File: config.mk
export PLATFORM = sky130hd
export DESIGN_NAME = vga_sync_decoder
export DESIGN_NICKNAME = d
export VERILOG_FILES = /design/src/rtl/vga_pkg.sv /design/src/rtl/vga_edge_det.sv /design/src/rtl/vga_sync_decoder.sv
export SDC_FILE = /design/constraint.sdc
export NUM_CORES = 1
export LEC_CHECK = 0
export ABC_CLOCK_PERIOD_IN_PS = 6200
export CAP_MARGIN = 10
export CELL_PAD_IN_SITES_DETAIL_PLACEMENT = 1
export CELL_PAD_IN_SITES_GLOBAL_PLACEMENT = 2
export CORE_UTILIZATION = 35
export DETAILED_ROUTE_END_ITERATION = 8
export GPL_ROUTABILITY_DRIVEN = 0
export GPL_TIMING_DRIVEN = 0
export MAX_ROUTING_LAYER = met4
export PLACE_DENSITY_LB_ADDON = 0.3
export SLEW_MARGIN = 20
export SYNTH_ARGS = -nofsm -noshare
export SYNTH_HDL_FRONTEND = slang
export SYNTH_SLANG_ARGS = --single-unit
File: constraint.sdc
create_clock -name clk -period 6.2 [get_ports clk]
set_input_delay 0.93 -clock clk [delete_from_list [all_inputs] [get_ports clk]]
set_output_delay 0.93 -clock clk [all_outputs]
set_load 0.005 [all_outputs]
File: src/rtl/vga_pkg.sv
// Shared VGA definitions: lock FSM states, default 1024x768 timing, constant log2 helper.
package vga_pkg;

    typedef enum logic [1:0] {SEARCH, TRACK, LOCKED} lock_state_e;

    localparam int unsigned H_ACTIVE_DEF = 1024;
    localparam int unsigned H_FRONT_DEF  = 24;
    localparam int unsigned H_SYNC_DEF   = 136;
    localparam int unsigned H_BACK_DEF   = 144;
    localparam int unsigned H_TOTAL_DEF  = 1328;
    localparam int unsigned V_ACTIVE_DEF = 768;
    localparam int unsigned V_FRONT_DEF  = 3;
    localparam int unsigned V_SYNC_DEF   = 6;
    localparam int unsigned V_BACK_DEF   = 29;
    localparam int unsigned V_TOTAL_DEF  = 806;

    // Ceiling log2, never less than 1 so it can size a bus directly.
    function automatic int unsigned clog2(input int unsigned value);
        int unsigned result;
        result = 0;
        for (int i = 0; i < 32; i++) begin
            if ((64'd1 << i) < 64'(value)) result = i + 1;
        end
        return (result == 0) ? 1 : result;
    endfunction

endpackage

File: src/rtl/vga_edge_det.sv
// Registers one sync input and flags its rising and falling edges against the previous sample.
module vga_edge_det (
    input  logic clk,
    input  logic rst,
    input  logic sync_in,
    output logic rise,
    output logic fall
);

    logic sync_q;
    logic sync_prev;

    always_ff @(posedge clk or posedge rst) begin
        if (rst) begin
            sync_q    <= 1'b0;
            sync_prev <= 1'b0;
        end else begin
            sync_q    <= sync_in;
            sync_prev <= sync_q;
        end
    end

    assign rise = sync_q & ~sync_prev;
    assign fall = ~sync_q & sync_prev;

endmodule

File: src/rtl/vga_sync_decoder.sv
// VGA sink: recovers pixel coordinates from hs/vs, measures timing and gates output on lock.
// Optional hs watchdog enabled by defining VGA_SYNC_DECODER_WATCHDOG_EN.
module vga_sync_decoder
    import vga_pkg::*;
#(
    parameter int unsigned COLOR_DEPTH = 8,
    parameter int unsigned VGA_WIDTH   = H_ACTIVE_DEF,
    parameter int unsigned VGA_HEIGHT  = V_ACTIVE_DEF,
    parameter int unsigned H_BACK_CNT  = H_BACK_DEF,
    parameter int unsigned V_BACK_CNT  = V_BACK_DEF,
    parameter int unsigned H_TOTAL     = H_TOTAL_DEF,
    parameter int unsigned V_TOTAL     = V_TOTAL_DEF,
    parameter int unsigned LOCK_FRAMES = 2
) (
    input  logic                              clk,
    input  logic                              rst,
    input  logic                              vga_hs,
    input  logic                              vga_vs,
    input  logic [COLOR_DEPTH-1:0]            vga_r_in,
    input  logic [COLOR_DEPTH-1:0]            vga_g_in,
    input  logic [COLOR_DEPTH-1:0]            vga_b_in,
    output logic [COLOR_DEPTH-1:0]            pix_r,
    output logic [COLOR_DEPTH-1:0]            pix_g,
    output logic [COLOR_DEPTH-1:0]            pix_b,
    output logic                              pix_valid,
    output logic [clog2(VGA_WIDTH)-1:0]       pix_x,
    output logic [clog2(VGA_HEIGHT)-1:0]      pix_y,
    output logic                              frame_start,
    output logic                              locked,
    output logic [clog2(2*H_TOTAL)-1:0]       meas_h_total,
    output logic [clog2(2*V_TOTAL)-1:0]       meas_v_total,
    output logic [7:0]                        err_cnt
);

    localparam int unsigned XW = clog2(VGA_WIDTH);
    localparam int unsigned YW = clog2(VGA_HEIGHT);
    localparam int unsigned HW = clog2(2 * H_TOTAL);
    localparam int unsigned VW = clog2(2 * V_TOTAL);
    localparam int unsigned GW = clog2(LOCK_FRAMES + 1);

    localparam logic [HW-1:0] H_MAX    = '1;
    localparam logic [VW-1:0] V_MAX    = '1;
    localparam logic [HW-1:0] H_ACT_LO = HW'(H_BACK_CNT);
    localparam logic [HW-1:0] H_ACT_HI = HW'(H_BACK_CNT + VGA_WIDTH);
    localparam logic [VW-1:0] V_ACT_LO = VW'(V_BACK_CNT);
    localparam logic [VW-1:0] V_ACT_HI = VW'(V_BACK_CNT + VGA_HEIGHT);
    localparam logic [HW-1:0] H_TOT    = HW'(H_TOTAL);
    localparam logic [VW-1:0] V_TOT    = VW'(V_TOTAL);
    localparam logic [GW-1:0] GOOD_END = GW'(LOCK_FRAMES - 1);

    logic                   hs_rise, hs_fall, vs_rise, vs_fall;
    logic [COLOR_DEPTH-1:0] r_q, g_q, b_q;
    logic [HW-1:0]          h_pos_q, h_cur, h_cnt_q, h_cnt_d, meas_h_d;
    logic [VW-1:0]          v_pos_q, v_cur, v_cnt_q, v_cnt_d, v_inc, meas_v_d;
    logic                   v_pend_q, v_pend_d;
    lock_state_e            state_q, state_d;
    logic [GW-1:0]          good_q, good_d;
    logic                   bad_q, bad_d;
    logic                   h_mis, v_mis, err_inc, valid_d;
    logic [7:0]             err_d;

    vga_edge_det u_hs_edge (.clk(clk), .rst(rst), .sync_in(vga_hs), .rise(hs_rise), .fall(hs_fall));
    vga_edge_det u_vs_edge (.clk(clk), .rst(rst), .sync_in(vga_vs), .rise(vs_rise), .fall(vs_fall));

`ifdef VGA_SYNC_DECODER_WATCHDOG_EN
    localparam int unsigned   WW       = clog2(2 * H_TOTAL + 1);
    localparam logic [WW-1:0] WD_LIMIT = WW'(2 * H_TOTAL);
    logic [WW-1:0] wd_q, wd_d;
    logic          wd_timeout;

    assign wd_timeout = (wd_q == WD_LIMIT);
    assign wd_d       = hs_rise ? '0 : (wd_timeout ? wd_q : wd_q + 1'b1);

    always_ff @(posedge clk or posedge rst) begin
        if (rst) wd_q <= '0;
        else     wd_q <= wd_d;
    end
`endif

    // h_cur/v_cur are the positions of the sample currently held in r_q/g_q/b_q.
    always_comb begin
        h_cur = h_pos_q;
        if (hs_fall)               h_cur = '0;
        else if (h_pos_q != H_MAX) h_cur = h_pos_q + 1'b1;

        v_cur    = v_pos_q;
        v_pend_d = v_pend_q | vs_fall;
        if (hs_fall) begin
            if (v_pend_q | vs_fall) begin
                v_cur    = '0;
                v_pend_d = 1'b0;
            end else if (v_pos_q != V_MAX) begin
                v_cur = v_pos_q + 1'b1;
            end
        end
    end

    always_comb begin
        h_cnt_d  = (h_cnt_q == H_MAX) ? h_cnt_q : h_cnt_q + 1'b1;
        meas_h_d = meas_h_total;
        if (hs_rise) begin
            meas_h_d = h_cnt_q;
            h_cnt_d  = HW'(1);
        end
        // A fall coincident with the vs rise closes the frame being measured.
        v_inc    = (hs_fall && v_cnt_q != V_MAX) ? v_cnt_q + 1'b1 : v_cnt_q;
        v_cnt_d  = v_inc;
        meas_v_d = meas_v_total;
        if (vs_rise) begin
            meas_v_d = v_inc;
            v_cnt_d  = '0;
        end
        h_mis = hs_rise & (h_cnt_q != H_TOT);
        v_mis = vs_rise & (v_inc != V_TOT);
    end

    always_comb begin
        state_d = state_q;
        good_d  = good_q;
        bad_d   = bad_q | h_mis;
        err_inc = 1'b0;
        unique case (state_q)
            SEARCH: begin
                if (vs_rise) begin
                    state_d = TRACK;
                    good_d  = '0;
                    bad_d   = 1'b0;
                end
            end
            TRACK: begin
                if (vs_rise) begin
                    bad_d = 1'b0;
                    if (bad_q | h_mis | v_mis) begin
                        good_d = '0;
                    end else if (good_q == GOOD_END) begin
                        state_d = LOCKED;
                        good_d  = '0;
                    end else begin
                        good_d = good_q + 1'b1;
                    end
                end
            end
            LOCKED: begin
                if (h_mis | v_mis) begin
                    state_d = SEARCH;
                    err_inc = 1'b1;
                end
            end
            default: state_d = SEARCH;
        endcase
`ifdef VGA_SYNC_DECODER_WATCHDOG_EN
        if (wd_timeout) begin
            state_d = SEARCH;
            good_d  = '0;
            err_inc = (state_q == LOCKED);
        end
`endif
        err_d = (err_inc && err_cnt != 8'hFF) ? err_cnt + 1'b1 : err_cnt;
    end

    // Gate on the next state so pixels stop in the same cycle lock is lost.
    assign valid_d = (state_d == LOCKED) && (h_cur >= H_ACT_LO) && (h_cur < H_ACT_HI)
                     && (v_cur >= V_ACT_LO) && (v_cur < V_ACT_HI);
    assign locked  = (state_q == LOCKED);

    always_ff @(posedge clk or posedge rst) begin
        if (rst) begin
            r_q          <= '0;
            g_q          <= '0;
            b_q          <= '0;
            h_pos_q      <= '0;
            v_pos_q      <= '0;
            v_pend_q     <= 1'b0;
            h_cnt_q      <= '0;
            v_cnt_q      <= '0;
            meas_h_total <= '0;
            meas_v_total <= '0;
            state_q      <= SEARCH;
            good_q       <= '0;
            bad_q        <= 1'b0;
            err_cnt      <= '0;
            pix_r        <= '0;
            pix_g        <= '0;
            pix_b        <= '0;
            pix_valid    <= 1'b0;
            pix_x        <= '0;
            pix_y        <= '0;
            frame_start  <= 1'b0;
        end else begin
            r_q          <= vga_r_in;
            g_q          <= vga_g_in;
            b_q          <= vga_b_in;
            h_pos_q      <= h_cur;
            v_pos_q      <= v_cur;
            v_pend_q     <= v_pend_d;
            h_cnt_q      <= h_cnt_d;
            v_cnt_q      <= v_cnt_d;
            meas_h_total <= meas_h_d;
            meas_v_total <= meas_v_d;
            state_q      <= state_d;
            good_q       <= good_d;
            bad_q        <= bad_d;
            err_cnt      <= err_d;
            pix_r        <= valid_d ? r_q : '0;
            pix_g        <= valid_d ? g_q : '0;
            pix_b        <= valid_d ? b_q : '0;
            pix_valid    <= valid_d;
            pix_x        <= valid_d ? XW'(h_cur - H_ACT_LO) : '0;
            pix_y        <= valid_d ? YW'(v_cur - V_ACT_LO) : '0;
            frame_start  <= valid_d && (h_cur == H_ACT_LO) && (v_cur == V_ACT_LO);
        end
    end

endmodule

==> qor.txt <==
max_slew headroom: 50.6%
Area contributors post-synth: dfrtp_1 59%, and2_1 4.7%, nand2_1 4.2%
Synthesis Warnings: 0
Synth Flop Type: dfrtp_1
register area share after synthesis: 58.7%
EDFF count, synth: 0
via count: 5036
Fin. Hold Viols: 0
post-synthesis net count: 650
Cells after Synth: 612
Post-route DRC: 0
total global routing overflow: 0
WL/cell: 16.9 um
DIE AREA: 19700 um^2
most frequent cells after synthesis: 157 x dfrtp_1, 75 x nand2_1, 50 x and2_1, 45 x nor2_1, 26 x o21ai_0
Final WS setup: 1.85 ns
TritonCTS clock tree: yes
final cell count without fillers: 984
Antenna Violating Nets Remaining: 0
I/O Buffers: 105
FP Rows: 50
Reg clk slew, reported paths: 0.06 ns
Power, Total: 2380 uW
Max Slew Vio Count: 0
worst vdd rail ir drop: 197 uV
overall die width: 140 um
largest net degree at the start of global routing: 92
area grow syn2layout: 29.4%
CTS root buffer: clkbuf_16
Vias per Instance: 5.12
area of the core: 18700 um^2
hold_buf cts: 0
CTS Sinks: 157
final instance area: 8660 um^2
crit share post-route: 70.2%
Placed Cells incl. Taps: 952
Yosys top cell area share: 58.7%
distinct cell type count after synthesis: 62
ratio of cells with drive above 1 in the final layout: 7.73%
CP Launch Type: register
Filler cells: 2044
Leak Pwr: 0.00390 uW
Max FO, Critical Path: 10
Avg Cell Area, Syn: 10.9 um^2
global-route wire length before repair: 27.9 mm
count leader, synth: dfrtp_1
crit path capture type: register
post-CTS sizing: 0
outcome: finished, final reports clean
post-DP HPWL: 11.7 mm
number of DRC markers in iteration 0: 271
PD cells: 275 nW/um^2
Clock Path Buffers: 2
initial antenna violation count: 0
Ports: 106
vias in the first global route: 5447
pre-CTS WS: 1.87 ns
# setup viols final: 0
clock skew: 0.0103 ns
CTS buffer count: 17
drt pass-1 iters: 4
maximum clock rate: 0.230 GHz
Hold Slack: 0.433 ns
FF+latch count, synth: 157
asr flop ratio synth: 100%
antenna cell count: 0
RSZ-0062 raised after global routing: no
cell area after synthesis: 6690 um^2
Final nets: 775
Sequential Area: 3930 um^2
Yosys top cell by area: dfrtp_1
GRT Total Usage: 18.9%
MaxCap Viol Count: 0
Post-DP Area: 8070 um^2
Worst-Skew Late Latency: 0.43 ns
Hold Crit Class: reg2reg
Worst Max-Slew Pin Slew: 0.735 ns
total setup buffers inserted after CTS: 0
critical path class: reg2reg
WP data arrival: 4.71 ns
area occupied by multi-input gates: 2610 um^2
die height: 140 um
H-tree level count: 4
min cycle time layout: 4.35 ns
Initial Util: 35.8%
WL final: 16.6 mm
CP Data Required Time: 6.56 ns
[report_power, final]
part	internal [uW]	switching, uW	leakage, uW
clock	579	454	0.000289
combinational	97.0	118	0.00151
sequential	1080	52.1	0.00210
[path summary, 6_finish.rpt]
kind / from / endpoint / slack [ns] / depth (start not counted)
worst max-delay path: u_hs_edge.sync_q$_DFF_PP0_ / pix_y[4]$_DFF_PP0_ / 1.85 / 12
worst min-delay path: u_vs_edge.sync_q$_DFF_PP0_ / u_vs_edge.sync_prev$_DFF_PP0_ / 0.43 / 0
max in group asynchronous: rst / meas_v_total[4]$_DFFE_PP0P_ / 4.46 / 3
min in group asynchronous: rst / pix_b[4]$_DFF_PP0_ / 0.94 / 2
worst max register to register: u_hs_edge.sync_q$_DFF_PP0_ / pix_y[4]$_DFF_PP0_ / 1.85 / 12
worst min register to register: u_vs_edge.sync_q$_DFF_PP0_ / u_vs_edge.sync_prev$_DFF_PP0_ / 0.43 / 0
[layer usage]
layer  track usage (%)  share of wire [%]  vias to the layer above
li1                  -                  -                     2373
met1              22.7                 44                     2542
met2              30.3                 50                       91
met3              4.79                4.2                       30
met4              7.92                2.2                        0
met5                 -                  0                        -
[sequential cells by signal, indices dropped and copies added, names as in the netlist, 10 cells and up]
name          count
h_cnt_q          12
h_pos_q          12
meas_h_total     12
meas_v_total     11
v_cnt_q          11
v_pos_q          11
pix_x            10
pix_y            10
[worst max-delay path, cell delays in order, from the launching register on]
cell	delay (ns)
dfrtp_1	0.42
nor2b_1	0.28
buf_2	0.29
buf_2	0.30
clkbuf_1	0.47
o21ai_0	0.26
a32oi_1	0.34
ha_1	0.25
o21bai_1	0.09
a221o_1	0.41
nor4_4	0.69
buf_2	0.33
and2_1	0.16
[cell families (layout without fill, tap and decap cells)]
kind of cell,Yosys count,count (layout),synth area share [%]
XOR/XNOR,31,31,4.06
multiplexers,7,7,1.07
AND/OR/NAND/NOR,285,285,23.3
buffers and inverters,36,174,2.24
AO/OA/AOI/OAI,86,86,8.70
flip-flops,157,157,58.7
adder cells (fa/ha/maj),10,10,1.87
[stage by stage]
stage | utilization (%) | setup TNS (ns)
after floorplan | - | 0
after global placement | 42.9 | -154.02
after detailed placement | 43.1 | 0
after CTS | 46.3 | 0
after global routing | 46.3 | 0
final | 46.3 | 0
[placed cells by master (no fill, tap or decap), types with 15 or more instances in the layout]
cell / n
dfrtp_1: 157
clkdlybuf4s50_1: 105
nand2_1: 75
and2_1: 50
nor2_1: 45
o21ai_0: 26
and3_1: 20
xnor2_1: 18
clkbuf_16: 17
nand4_1: 16
nand3_1: 15
[final cells by class]
cell class              instances  share of cell area, %
clock buffers                  18                   5.07
clock inverters                14                   1.72
well taps                     234                   3.38
multi-input cells             419                   30.2
flip-flops and latches        157                   45.4
inverters                      15                  0.737
plain buffers                  21                   1.08
repair buffers                106                   12.5
(Power assumes the default switching activity.)
